### src/rtl/updowncount_pkg.sv
// Shared encodings for the loadable up/down counter: direction constants and
// the per-edge operation selected from load/enable/direction.
package updowncount_pkg;

  localparam logic UP   = 1'b1;
  localparam logic DOWN = 1'b0;

  typedef enum logic [1:0] {
    OP_HOLD = 2'd0,
    OP_DOWN = 2'd1,
    OP_UP   = 2'd2,
    OP_LOAD = 2'd3
  } op_e;

  // Load beats count; count direction only matters when enabled.
  function automatic op_e sel_op(input logic l, input logic e, input logic up_down);
    op_e op;
    op = OP_HOLD;
    if (l)
      op = OP_LOAD;
    else if (e && (up_down == UP))
      op = OP_UP;
    else if (e && (up_down == DOWN))
      op = OP_DOWN;
    return op;
  endfunction

endpackage

### src/rtl/updowncount.sv
// n-bit synchronous up/down counter with synchronous parallel load, count
// enable and asynchronous active-low clear. Wraps modulo 2^n in both directions.
module updowncount
  import updowncount_pkg::*;
#(
  parameter int n = 8
) (
  input  logic [n-1:0] R,
  input  logic         Resetn,
  input  logic         Clock,
  input  logic         E,
  input  logic         up_down,
  input  logic         L,
  output logic [n-1:0] Q
);

  function automatic logic [n-1:0] next_q(input op_e op, input logic [n-1:0] q,
                                          input logic [n-1:0] r);
    logic [n-1:0] nq;
    nq = q;
    case (op)
      OP_LOAD: nq = r;
      OP_UP:   nq = q + n'(1);
      OP_DOWN: nq = q - n'(1);
      default: nq = q;
    endcase
    return nq;
  endfunction

  always_ff @(posedge Clock or negedge Resetn) begin
    if (!Resetn)
      Q <= '0;
    else
      Q <= next_q(sel_op(L, E, up_down), Q, R);
  end

endmodule

### config.mk
export PLATFORM = sky130hd
export DESIGN_NAME = updowncount
export DESIGN_NICKNAME = d
export VERILOG_FILES = /design/src/rtl/updowncount_pkg.sv /design/src/rtl/updowncount.sv
export SDC_FILE = /design/constraint.sdc
export NUM_CORES = 1
export LEC_CHECK = 0
export BUFFER_PORTS_ARGS = -buffer_cell sky130_fd_sc_hd__buf_2
export CAP_MARGIN = 20
export CORE_UTILIZATION = 50
export CTS_BUF_LIST = sky130_fd_sc_hd__clkbuf_8 sky130_fd_sc_hd__clkbuf_16
export CTS_CLUSTER_SIZE = 8
export DETAILED_ROUTE_END_ITERATION = 6
export HOLD_SLACK_MARGIN = 0.12
export PLACE_DENSITY = 0.76
export SYNTH_ARGS = -nofsm -noshare
export SYNTH_HDL_FRONTEND = slang
export SYNTH_SLANG_ARGS = --single-unit
### constraint.sdc
create_clock -name Clock -period 5.6 [get_ports Clock]
set_clock_uncertainty 0.1 [all_clocks]
set_input_delay 0.28 -clock Clock [delete_from_list [all_inputs] [get_ports Clock]]
set_output_delay 0.28 -clock Clock [all_outputs]
set_load 0.01 [all_outputs]
==> results of run 1 <==
[cells by family (layout without fill, tap and decap cells)]
family | Yosys count | in the layout
XOR/XNOR | 4 | 4
AND/OR/NAND/NOR | 36 | 36
multiplexers | 5 | 5
AO/OA/AOI/OAI | 32 | 32
adder cells (fa/ha/maj) | 4 | 4
buffers and inverters | 18 | 33
flip-flops | 8 | 8
[area by class of cell]
| cell class | instances | area share [%] |
|---|---|---|
| multi-input cells | 81 | 57.2 |
| flip-flops and latches | 8 | 21.1 |
| repair buffers | 21 | 11.6 |
| clock buffers | 3 | 4.36 |
| inverters | 9 | 3.57 |
| well taps | 16 | 2.11 |
[power by group through the flow]
stage / logic (W) / registers, W / clock network, W
final: 0.000144 / 0.000121 / 0.0000683
after global routing: 0.000162 / 0.000125 / 0.0000737
after CTS: 0.000144 / 0.000121 / 0.0000698
after detailed placement: 0.000142 / 0.000121 / 0
after global placement: 0.000140 / 0.000120 / 0
after floorplan: 0.000125 / 0.000100 / 0
[worst paths after layout]
check / from / endpoint / slack [ns] / cells after the start
max reg2reg: Q[6] / Q[7] / 3.47 / 6
min reg2reg: Q[7] / Q[7] / 0.48 / 1
max in group asynchronous: Resetn / Q[6] / 4.90 / 2
max: up_down / Q[7] / 3.11 / 9
min in group asynchronous: Resetn / Q[3] / 0.32 / 2
min: R[7] / Q[7] / 0.19 / 2
[layout by cell type, fill, tap and decap left out, types with 4 or more instances in the layout]
master / count
nor2_1: 9
a21oi_1: 12
buf_2: 20
nor4_1: 4
mux2i_1: 5
dfrtp_1: 8
inv_1: 8
o21ai_0: 4
ha_1: 4
nand2_1: 8
nor3_1: 4
nand3_1: 4
[stage by stage]
stage,area [um^2],utilization (%),worst slack [ns],instances
2_1_floorplan,820,-,3.19,107
3_3_place_gp,896,58.8,3.00,134
3_5_place_dp,896,58.8,2.89,134
4_1_cts,947,62.2,3.11,138
5_1_grt,947,62.2,2.96,138
6_report,947,62.2,3.11,138
[metal layers]
layer  global-route usage [%]  up-vias  share of wire, %
li1                         -      421                 -
met1                     28.7      395                44
met2                     39.4       27                50
met3                     7.76        3               5.2
met4                     4.38        0              0.32
met5                        0        -                 0
[timing repair]
item | CTS | global route
endpoints found under the setup margin | 0 | 0
gates resized for setup | 0 | 0
endpoints found under the hold margin | 8 | 0
setup buffers | 0 | 0
hold buffers | 1 | 0
==> results.md, run 1 <==
- Post-synth EDFFs: 0
- Fill cell count: 150
- WL/cell: between 10 and 15 um
- Synthesis-to-finish area growth: 15.6%
- Worst Path Required: between 5 and 6 ns
- Die H: 42.5 um
- Via count: roughly 850
- Multi-input logic area: 542 um^2
- RSZ-0062 raised after global routing: false
- Area leader, netlist: dfrtp_1
- Yosys cell types: 36
- First-pass GRT wire length: around 3200 um
- Compound-Gate Fraction of Synth Area: 26.1%
- CP max FO: 12
- Hold WS: 0.195 ns
- Largest net degree at the start of global routing: 15
- XOR/XNOR share of the synthesized area: roughly 4.3%
- Tot GR Track Use: between 20% and 30%
- Worst-Margin Slew: 0.474 ns
- Startpoint types: input pin
- Syn_area_per_cell: 7.66 um^2
- Die ar.: 1800 um^2
- Clock tree buffer depth: 2
- Iter 0 DRT Violations: 30
- Mapped Cells: 107
- Largest regs: Q: 8 flops
- Crit path kind: in2reg
- Finish-stage setup viols: 0
- Num CTS Buffers: 3
- Sw Ratio: 43.1%
- Via-per-instance ratio: 6.13
- Max_slew headroom: between 60% and 70%
- Hold crit path type: in2reg
- Vias in the first global route: 756
- Sequential area share after synthesis: approximately a quarter
- Detailed Routing Iterations Pass 1: 4
- Fin crit period: 2.49 ns
- Combinational power share: 43.1%
- Total chip power: 0.000333 W
- Final period utilization: 44.4%
- Slowest CP cell: or4b_4
- Io pins: 21
- CP top delay family: compound AO/OA/AOI/OAI gates
- Final setup TNS: 0 ns
- Grt ovf: 0
- FF+latch count, synth: 8
- DRC Markers: 0
- Largest family of logic cells by synthesized area: compound AO/OA/AOI/OAI gates
- Ys flop type: dfrtp_1
- Outcome: finished clean
- Clk root buf: clkbuf_8
- Antenna diodes: 0
- Synth Area in Adders: 6.11%
- Setup crit end kind: register
- Core area: 1520 um^2
- Clock sink count: 8
- # rows: 14
- Simple-Gate Fraction of Synth Area: 23.5%
- Data arrival, critical path: approximately 2.5 ns
- Max reg flops: 8
- Net switching power: between 0.0001 and 0.00015 W
- Yosys warning count: 0
- Fraction of layout instances using a drive strength above 1: 23.0%
- H-Tree Level Count: 1
- Most frequent cell after synthesis: a21oi_1
- FMAX: 0.402 GHz
- Antenna Violating Nets Remaining: 0
- Internal: 0.000190 W
- CTS tree: done
- Nets: 141
- Total routed wirelength: 1900 um
- Slew Viols, Final: 0
- Global placement routability congestion: roughly 0.83
- Worst path cell trace: buf_2 -> a21oi_1 -> ha_1 -> or4b_4 -> a211oi_2 -> nor4_1 -> o2bb2ai_2 -> mux2i_1 -> a221o_1
- Net Count, Synth: 124
- Worst path buffer plus inverter count: 1
- Max Cap Violations: 0
- P per Cell Area: 352 nW/um^2
- Initial antenna violation count: 0
- Synth top area share: 24.4%
- Post-Syn Area: 820 um^2
- Critical Path Max Stage Delay: around 0.53 ns
- Leak pwr: 0.408 nW
- Clock share of power: 20.5%
- Worst-Skew Late Latency: 0.23 ns
- Most frequent cells after synthesis: a21oi_1, nor2_1, dfrtp_1, inv_1, nand2_1
- DP Wirelength: 1390 um
- Async SR Flop Fraction: 100%
- IO buf count: 20
- Sequential power share: about 36%
- Top cells by area, synth: dfrtp_1, a21oi_1, ha_1, mux2i_1, nor2_1
- Hold Vio Cnt, Final: 0
- Initial cell density of the core: a little over half
- Sequential cell area: between 200 and 250 um^2
- Register with the most flip-flops: Q
- IR Drop Worst-Case VDD: 0.229 mV
- Multiplexer area fraction after synthesis: 6.11%
- Reg clk slew, reported paths: 0.04 ns
- Die width: 42.5 um
No activity file was read; power rests on OpenSTA's default activity.
==> run 2: changes to the inputs <==
CORE_UTILIZATION = 46   (was 50)
PLACE_DENSITY = 0.74   (was 0.76)
clock period = 2.1 ns   (was 5.6 ns; I/O delays follow)
==> run 2 against run 1 <==
  * Critical path depth decreased by 1
  * Wire length grew 24%
  * Global-route usage up 4.3 points
  * Cell count grew 16%
  * Clock-buffer cell count unchanged
  * Worst hold slack lost 0.031 ns
  * Sequential share of layout area down 3.8 points
  * Clock power rose to 2.7 times the previous value
  * Critical endpoint is now Q[6]
  * Largest cell class unchanged
  * Largest power group unchanged
  * Highest routed layer unchanged
==> results.md, run 2 (synthesis gave the netlist of run 1 again) <==
- Die ar.: just under 2000 um^2
- Clock share of power: 17.8%
- Largest net degree at the start of global routing: 15
- Io pins: 21
- Grt ovf: 0
- Die width: 44.2 um
- H-Tree Level Count: 1
- Slew Viols, Final: 0
- Core area: 1580 um^2
- Worst-Skew Late Latency: ~0.23 ns
- Via-per-instance ratio: about 5.8
- Clock tree buffer depth: 2
- Tot GR Track Use: 27.5%
- Reg clk slew, reported paths: approximately 0.040 ns
- Final setup TNS: 0 ns
- Largest regs: Q: 8 flops
- Worst R2R Setup Slack: 0.1 ns
- CP max FO: 4
- FMAX: 0.500 GHz
- Total chip power: 0.00102 W
- Finish-stage setup viols: 0
- Nets: 163
- Fraction of layout instances using a drive strength above 1: 34.7%
- Antenna diodes: 0
- Hold Vio Cnt, Final: 0
- Final period utilization: 95.2%
- Slowest CP cell: dfrtp_1
- WL/cell: about 15 um
- CTS tree: done
- Register with the most flip-flops: Q
- Clk root buf: clkbuf_8
- Worst-Margin Slew: 0.449 ns
- P per Cell Area: 878 nW/um^2
- Setup crit end kind: register
- Design area: 1160 um^2
- Most frequent cells in the layout: buf_2, buf_4, a21oi_1, nor2_1
- Via count: 924
- Max Cap Violations: 0
- Outcome: finished clean
- Startpoint types: register
- Dpl ws: -0.134 ns
- Setup ws final: 0.0998 ns
- Global placement routability congestion: 0.891
- Critical path origin: Q[1]
- Synthesis-to-finish area growth: 41.2%
- Worst path cell trace: xor2_2 -> ha_2 -> nand4bb_1 -> nand4_1 -> mux2i_2 -> o21ai_1 -> o31ai_1 -> a221o_1
- Internal: between 0.0005 and 0.0006 W
- Critical Path Max Stage Delay: 0.44 ns
- Sequential power share: 25.6%
- Fill cell count: roughly 130
- IR Drop Worst-Case VDD: 0.576 mV
- Combinational power share: 56.6%
- Data arrival, critical path: 2.00 ns
- # rows: 14
- DRC Markers: 0
- R2R Path Start: Q[1]
- R2r endpoint: Q[6]
- DP Wirelength: 1640 um
- Initial antenna violation count: 0
- Sw Ratio: 41.8%
- Net switching power: approximately 0.00043 W
- RSZ-0062 raised after global routing: true
- Fin crit period: between 2 and 2.5 ns
- Iter 0 DRT Violations: 48
- Num CTS Buffers: 3
- Area of placed instances: just over 1000 um^2
- Initial cell density of the core: about half
- Crit path kind: reg2reg
- Max_slew headroom: 70.1%
- Clock sink count: 8
- Hold WS: between 0.15 and 0.2 ns
- FF-to-FF path depth: 8
- Hold crit path type: in2async
- Leak pwr: ~0.5 nW
- First-pass GRT wire length: ~4000 um
- Detailed Routing Iterations Pass 1: 7
- Max reg flops: 8
- Antenna Violating Nets Remaining: 0
- Die H: 44.2 um
- Worst Path Required: about 2.1 ns
- Commonest non-fill, non-tap cell in the layout: buf_2
- Total routed wirelength: 2350 um
- Vias in the first global route: 924
- IO buf count: 20
==> run 2: per-stage QoR <==
| step | instances | util, % |
|---|---|---|
| final | 160 | 73.4 |
| after global routing | 160 | 73.4 |
| after CTS | 160 | 72.1 |
| after detailed placement | 150 | 65.0 |
| after global placement | 150 | 65.0 |
| after floorplan | 107 | - |
==> run 2: what timing repair did <==
item / in CTS / in global routing
endpoints found under the hold margin: 14 / 0
hold buffers: 7 / 0
setup endpoints to repair: 0 / 1
setup buffers: 0 / 0
gates resized for setup: 0 / 4
==> run 2: power groups by stage <==
stage          combinational [W]  clock [W]  sequential, W
2_1_floorplan           0.000339          0       0.000267
3_3_place_gp            0.000527          0       0.000256
3_5_place_dp            0.000541          0       0.000257
4_1_cts                 0.000556   0.000183       0.000256
5_1_grt                 0.000636   0.000193       0.000265
6_report                0.000575   0.000181       0.000260
==> run 2: how the worst max path moves through the flow <==
stage	to	cells after the start
final	Q[6]	8
after global routing	Q[7]	9
after CTS	Q[6]	7
after detailed placement	Q[6]	12
after global placement	Q[6]	12
after floorplan	Q[6]	8
==> run 2: cell type report <==
class | count | area (um^2) | share of cell area [%]
Multi-Input combinational cell | 81 | 572 | 49.4
Timing Repair Buffer | 43 | 290 | 25.1
Sequential cell | 8 | 200 | 17.3
Clock buffer | 3 | 41.3 | 3.57
Inverter | 9 | 33.8 | 2.92
Tap cell | 16 | 20.0 | 1.73
==> run 2: critical path, delay by kind of cell, from the launching register on <==
kind            cells  cell delay [ns]
compound gates      3             0.49
flops               1             0.44
simple gates        2             0.26
mux                 1             0.22
fa+ha+maj           1             0.20
xor+xnor            1             0.18
==> run 2: routing by layer <==
| metal | up-vias | wire [um] | global-route usage, % |
|---|---|---|---|
| met4 | 0 | 6 | 4.85 |
| met1 | 424 | 1030 | 32.2 |
| met5 | - | 0 | 0 |
| li1 | 467 | - | - |
| met3 | 2 | 95 | 7.35 |
| met2 | 31 | 1220 | 50.3 |
